--- config.mk ---
export PLATFORM = sky130hd
export DESIGN_NAME = timer_irq
export DESIGN_NICKNAME = d
export VERILOG_FILES = /design/src/rtl/timer_pkg.sv /design/src/rtl/timer_prescaler.sv /design/src/rtl/timer_irq.sv
export SDC_FILE = /design/constraint.sdc
export NUM_CORES = 1
export LEC_CHECK = 0
export CAP_MARGIN = 20
export CORE_UTILIZATION = 35
export DETAILED_ROUTE_END_ITERATION = 8
export HOLD_SLACK_MARGIN = 0.1
export SLEW_MARGIN = 10
export SYNTH_ARGS = -nofsm -noshare
export SYNTH_HDL_FRONTEND = slang
export SYNTH_HIERARCHICAL = 1
export SYNTH_SLANG_ARGS = --single-unit
--- constraint.sdc ---
create_clock -name clk -period 5.5 [get_ports clk]
set_input_delay 0.55 -clock clk [delete_from_list [all_inputs] [get_ports clk]]
set_output_delay 0.55 -clock clk [all_outputs]
set_load 0.02 [all_outputs]
--- src/rtl/timer_pkg.sv ---
// ============================================================================
// timer_pkg : register offsets, TCON bit indices and address decode helper
//             shared by the timer_irq block.                     Rev 1.0
// ============================================================================
`default_nettype none

package timer_pkg;

  localparam logic [7:0] TH_OFS      = 8'h00;
  localparam logic [7:0] TL_OFS      = 8'h04;
  localparam logic [7:0] TCON_OFS    = 8'h08;
  localparam logic [7:0] PRE_OFS     = 8'h10;
  localparam logic [7:0] SYSTICK_OFS = 8'h14;

  localparam int TCON_EN = 0;
  localparam int TCON_IE = 1;
  localparam int TCON_IS = 2;

  typedef enum logic [2:0] {
    REG_NONE    = 3'd0,
    REG_TH      = 3'd1,
    REG_TL      = 3'd2,
    REG_TCON    = 3'd3,
    REG_PRE     = 3'd4,
    REG_SYSTICK = 3'd5
  } reg_sel_e;

  // word_ofs is the word index relative to the window base
  function automatic reg_sel_e decode_reg(input logic [29:0] word_ofs, input logic pre_mapped);
    reg_sel_e sel;
    sel = REG_NONE;
    if (word_ofs[29:6] == 24'd0) begin
      case ({word_ofs[5:0], 2'b00})
        TH_OFS:      sel = REG_TH;
        TL_OFS:      sel = REG_TL;
        TCON_OFS:    sel = REG_TCON;
        PRE_OFS:     sel = pre_mapped ? REG_PRE : REG_NONE;
        SYSTICK_OFS: sel = REG_SYSTICK;
        default:     sel = REG_NONE;
      endcase
    end
    return sel;
  endfunction

endpackage

`default_nettype wire

--- src/rtl/timer_prescaler.sv ---
// ============================================================================
// timer_prescaler : 8-bit prescale counter, one tick every PRE+1 enabled
//                   cycles. Only built when TIMER_PRESCALE_EN is defined.   Rev 1.0
// ============================================================================
`default_nettype none

`ifdef TIMER_PRESCALE_EN
module timer_prescaler (
  input  logic       clk,
  input  logic       reset,
  input  logic       en,
  input  logic       clr,
  input  logic [7:0] pre,
  output logic       tick
);

  logic [7:0] cnt_q;
  logic [7:0] cnt_d;

  assign tick = en && (cnt_q == pre);

  always_comb begin
    cnt_d = cnt_q;
    if (clr) begin
      cnt_d = 8'd0;
    end else if (tick) begin
      cnt_d = 8'd0;
    end else if (en) begin
      cnt_d = cnt_q + 8'd1;
    end
  end

  always_ff @(posedge clk) begin
    if (reset) begin
      cnt_q <= 8'd0;
    end else begin
      cnt_q <= cnt_d;
    end
  end

endmodule
`endif

`default_nettype wire

--- src/rtl/timer_irq.sv ---
// ============================================================================
// timer_irq : memory-mapped interval timer with reload, interrupt status and
//             free-running SYSTICK. Optional prescaler: TIMER_PRESCALE_EN.  Rev 1.0
// ============================================================================
`default_nettype none

module timer_irq
  import timer_pkg::*;
#(
  parameter logic [31:0] BASE_ADDR = 32'h4000_0000
) (
  input  logic        clk,
  input  logic        reset,
  input  logic [31:0] addr,
  input  logic [31:0] wdata,
  input  logic        mem_read,
  input  logic        mem_write,
  output logic [31:0] rdata,
  output logic        hit,
  output logic        irq
);

`ifdef TIMER_PRESCALE_EN
  localparam logic PRE_MAPPED = 1'b1;
`else
  localparam logic PRE_MAPPED = 1'b0;
`endif

  logic [31:0] th_q, th_d;
  logic [31:0] tl_q, tl_d;
  logic [2:0]  tcon_q, tcon_d;
  logic [31:0] systick_q, systick_d;

  logic [29:0] word_ofs;
  reg_sel_e    sel;
  logic        wr_en;
  logic        tick;
  logic        overflow;
  logic        set_is;
  logic        unused_addr_bits;

  assign unused_addr_bits = ^addr[1:0];
  assign word_ofs = addr[31:2] - BASE_ADDR[31:2];
  assign sel      = decode_reg(word_ofs, PRE_MAPPED);
  assign hit      = (sel != REG_NONE);
  assign wr_en    = mem_write && hit;
  assign irq      = tcon_q[TCON_IS];

`ifdef TIMER_PRESCALE_EN
  logic [7:0] pre_q, pre_d;
  logic       pre_wr;

  assign pre_wr = wr_en && (sel == REG_PRE);

  always_comb begin
    pre_d = pre_q;
    if (pre_wr) begin
      pre_d = wdata[7:0];
    end
  end

  always_ff @(posedge clk) begin
    if (reset) begin
      pre_q <= 8'd0;
    end else begin
      pre_q <= pre_d;
    end
  end

  timer_prescaler u_prescaler (
    .clk   (clk),
    .reset (reset),
    .en    (tcon_q[TCON_EN]),
    .clr   (pre_wr),
    .pre   (pre_q),
    .tick  (tick)
  );
`else
  assign tick = tcon_q[TCON_EN];
`endif

  assign overflow = tick && (tl_q == 32'hFFFF_FFFF);
  assign set_is   = overflow && tcon_q[TCON_IE];

  // Bus writes are applied after the counting update so a TL store wins over
  // a tick, while an overflow's status set survives a clearing TCON store.
  always_comb begin
    th_d      = th_q;
    tl_d      = tl_q;
    tcon_d    = tcon_q;
    systick_d = systick_q + 32'd1;

    if (tick) begin
      tl_d = overflow ? th_q : (tl_q + 32'd1);
    end
    if (set_is) begin
      tcon_d[TCON_IS] = 1'b1;
    end

    if (wr_en) begin
      case (sel)
        REG_TH: th_d = wdata;
        REG_TL: tl_d = wdata;
        REG_TCON: begin
          tcon_d[TCON_IE:TCON_EN] = wdata[TCON_IE:TCON_EN];
          if (!wdata[TCON_IS] && !set_is) begin
            tcon_d[TCON_IS] = 1'b0;
          end
        end
        default: ;
      endcase
    end
  end

  always_ff @(posedge clk) begin
    if (reset) begin
      th_q      <= 32'd0;
      tl_q      <= 32'd0;
      tcon_q    <= 3'd0;
      systick_q <= 32'd0;
    end else begin
      th_q      <= th_d;
      tl_q      <= tl_d;
      tcon_q    <= tcon_d;
      systick_q <= systick_d;
    end
  end

  always_comb begin
    rdata = 32'd0;
    if (mem_read && hit) begin
      case (sel)
        REG_TH:      rdata = th_q;
        REG_TL:      rdata = tl_q;
        REG_TCON:    rdata = {29'd0, tcon_q};
`ifdef TIMER_PRESCALE_EN
        REG_PRE:     rdata = {24'd0, pre_q};
`endif
        REG_SYSTICK: rdata = systick_q;
        default:     rdata = 32'd0;
      endcase
    end
  end

endmodule

`default_nettype wire
Yosys cells after proc, flatten, opt, wreduce, memory -nomap -nowiden
Index checks and enable logic that the tools add are counted.

storage, ports and cells
  bits in registers = 99
  logic and storage cells = 40
  bits of input ports = 68

cells by class
  equality and inequality tests = 8
  reduce and logical (&&, ||, !) cells = 12
  multiplexer cells = 12
  $add $sub $neg = 3

operators with widths
  cell                      count
  $mux W32                  5
  $pmux W32 S4              1
  $add A32 B1 Y32 const B   2
  $eq A32 B32 Y1 const B    1
  $sub A30 B29 Y30 const B  1
  $logic_not A24 Y1         1
  $pmux W3 S4               1
  $mux W3                   3
  $eq A3 B2 Y1 const B      2
  $eq A6 B1 Y1 const B      1
  $eq A6 B2 Y1 const B      1
  $eq A6 B3 Y1 const B      1
  $logic_not A6 Y1          1
  $logic_and A1 B1 Y1       5
  $reduce_and A2 Y1         2
  $eq A3 B1 Y1 const B      1
  $eq A3 B3 Y1 const B      1
  $reduce_bool A3 Y1        1
  $logic_not A1 Y1          2
  $mux W1                   2

Logic depth before layout (Yosys ltp)
  word-level depth = 8
  depth in mapped cells = 9
  depth with buffers taken out = 7

Worst setup path before layout
OpenSTA, ideal clock, no wires.

  path type = input to output
  start point = input port addr[27]
  end point = output port rdata[10]
  cell stages on the path = 6
  setup slack = 2.097 ns
  data required time = 4.950 ns
  arrival time = 2.853 ns
  buffers on the path = 1
  path through = nor4b_1 > nand4_1 > nor4_1 > nand2_1 > clkbuf_1 > nor2_1

between the ends
  longest elaborated chain between the ends = 6
  elaborated cells on any way between the ends = 11

RTL lines
  element              RTL line          text
  from (decl)          timer_irq.sv:14   input logic [31:0] addr,
  $sub A30 B29 Y30     timer_irq.sv:43   assign word_ofs = addr[31:2] - BASE_ADDR[31:2];
  $logic_not A24 Y1    timer_pkg.sv:32   if (word_ofs[29:6] == 24'd0) begin
  $mux W3              timer_pkg.sv:32
  $reduce_bool A3 Y1   timer_irq.sv:45   assign hit = (sel != REG_NONE);
  via hit              timer_irq.sv:19   output logic hit,
  $logic_and A1 B1 Y1  timer_irq.sv:131  if (mem_read && hit) begin
  $mux W32             timer_irq.sv:131
  to (decl)            timer_irq.sv:18   output logic [31:0] rdata,

The timed path passes the listed nets, and every way through them passes these cells.

Worst setup path in the final report
  start point = input port addr[27]
  end point = output port rdata[19]

between the ends
  longest elaborated chain between the ends = 6
  elaborated cells on any way between the ends = 11

RTL lines
  element                                                     RTL line                            text
  $sub A30 B29 Y30 (*)                                        timer_irq.sv:43
  $logic_not A24 Y1 (*)                                       timer_pkg.sv:32
  $mux W3 (*)                                                 timer_pkg.sv:32
  $eq A3 B3 Y1 (tied with other cells)                        timer_irq.sv:132                    case (sel)
  $pmux W32 S4 / $logic_and A1 B1 Y1 (equally long branches)  timer_irq.sv:132, timer_irq.sv:131
  $mux W32 (*)                                                timer_irq.sv:131

Mark *: on every way between the ends. The rest lies on a longest branch, timed or not.

==> summary.txt <==
Outcome
  – Outcome: finished clean

Final layout
  – Diodes inserted: 0
  – Layout cells sized above 1: 5.22%
  – Number of non-filler instances in the completed layout: 1040
  – Final core occ: 45.0%
  – Area Overhead vs Synth: 25.5%
  – Design Area, Final: 0.00717 sq mm
  – Final nets: 889

STA
  – Setup TNS: 0 ns
  – Worst-margin pin slew: 0.983 ns
  – Fin. Hold Viols: 0
  – Skew final: 0.00664 ns
  – Fin crit share: 77.7%
  – Minimum clock period: 4.28 ns
  – RSZ-0062 raised after global routing: false
  – Final setup violation count: 0
  – Slew Limit Fails: 0
  – Worst setup margin: 1.22 ns
  – Hold_ws: 0.477 ns
  – Max frequency: 234 MHz
  – Slew HR: 33.9%

Global route
  – Initial antenna violation count: 0
  – All-Layer GR Usage: 23.6%
  – Grt ovf: 0
  – Largest net degree at the start of global routing: 69
  – Vias in the first global route: 5433
  – Global-route wire length before repair: 30200 um

Power and ir drop
  – Peak VDD IR: 0.142 mV
  – PD cells: 209 mW/mm^2
  – Pleak: 2.29 nW
  – Total power: 1.50 mW

Min path
  – Hold/Removal Path Class: register to register

Critical path
  – CP Data Arrival Time: 3.73 ns
  – CP required: 4.95 ns
  – CP endpoint kind: output port
  – Setup CP Type: input pin to output port
  – Crit start category: input pin
  – Crit path max fanout: 10

Placement
  – IO Port Bufs: 99
  – Gpl congestion: 0.846
  – Area of placed instances: 0.00685 sq mm
  – Post-Place Cells: 1024
  – DP HPWL: 13100 um
  – Place WS: 1.35 ns

Synthesis
  – Syn Area/Cell: 7.64 sq um
  – Flops & latches, synth: 99
  – Top cells by area, synth: dfxtp_1, nand2_1, nor2_1, a21oi_1, xor2_1
  – Syn Inst Count: 748
  – Synth top area share: 34.7%
  – Sequential fraction of the synthesis area: 34.7%
  – Async SR Flop Fraction: 0%
  – Post-synth EDFFs: 0
  – Area of the mapped netlist: 0.00572 sq mm
  – Most frequent cells after synthesis: nand2_1, nor2_1, dfxtp_1, a21oi_1, clkbuf_1
  – Ys flop type: dfxtp_1
  – Synth unique cells: 57
  – Most frequent cell after synthesis: nand2_1
  – Syn. warnings: 6
  – Yosys top cell by area: dfxtp_1
  – Synthesized net count: 818

CTS
  – Post-CTS Hold Fix Bufs: 0
  – Postcts setup bufs: 0
  – Root buffer cell: clkbuf_16
  – # clock sinks: 99
  – CTS tree: built
  – CTS clock-pin slew for the worst setup and hold paths: 0.07 ns
  – Clock latency on the worst-skew pair: 0.36 ns
  – Resized cells post-CTS: 0
  – Clock Tree Buf Depth: 2
  – Cts bufs inserted: 9
  – H-Tree Depth: 3

Job
  – Max-Cap Viols: 0

Routing
  – Starting DRT DRC Count: 600
  – Drt drc: 0
  – Routed wire length: 18700 um
  – Routed length per placed instance: 17.9 um
  – Routed via count: 5749
  – Drt pass-1 iters: 8
  – Routed Antenna Nets: 0
  – Vias per cell: 5.53

Floorplanning
  – Die Ht: 130 um
  – Core Region: 0.0159 sq mm
  – Die Wd: 130 um
  – DIE AREA: 0.0168 sq mm
  – Initial Util: 35.9%
  – Rows: 46
  – # IOs: 102
## cell families after synthesis
group / share of synthesized area [%]
compound gates: 19.8
xor+xnor: 7.81
fa+ha+maj: 0.438
buf+inv: 4.95
flops: 34.7
mux: 1.40
simple gates: 30.9
## power breakdown
group	internal (mW)	switching, mW	leakage, nW
sequential	0.718	0.00264	0.798
clock	0.423	0.279	0.159
combinational	0.0465	0.0319	1.34
total	1.19	0.314	2.29
## path summary, 6_finish.rpt
check,startpoint,to,slack (ns),cells past startpoint
setup / recovery,addr[27],rdata[19],1.22,7
hold / removal,th_q[31],th_q[31],0.48,2
hold reg to reg,th_q[31],th_q[31],0.48,2
setup reg to reg,tl_q[0],tl_q[6],2.40,8
## cell type report
cell class | instances | area, sq um
tap | 216 | 270
timing repair buffer | 114 | 1100
fill | 1652 | 8770
clock inverter | 4 | 72.6
sequential | 99 | 1980
inverter | 9 | 33.8
multi-input combinational | 586 | 3460
clock buffer | 12 | 256
## flip-flops by register name, indices dropped and copies added (netlist names)
signal and cells:
systick_q 32, th_q 32, tl_q 32, tcon_q 3
## cell usage in the layout (no fill, tap or decap), types with 15 or more instances in the layout
cell,count
a21oi_1,65
xnor2_1,23
xor2_1,28
a222oi_1,17
nand2_1,119
buf_4,16
nor4_1,16
clkdlybuf4s50_1,98
and3_1,17
nor3_1,24
dfxtp_1,99
nand4_1,15
nand3_1,29
nor2_1,100
a211oi_1,15
## layer usage
metal	global-route usage, %	wire length (um)
met1	32.6	8890
met2	36.5	8150
met3	5.08	1290
met4	7.59	337
met5	0	0
## worst max-delay path, cell delays in order
cell	delay, ns
clkdlybuf4s50_1	0.41
nor4b_1	0.38
nand4_1	0.42
nor4_4	0.79
a222oi_1	0.36
nor2_1	0.20
clkdlybuf4s50_1	0.62
(Power assumes the default switching activity.)
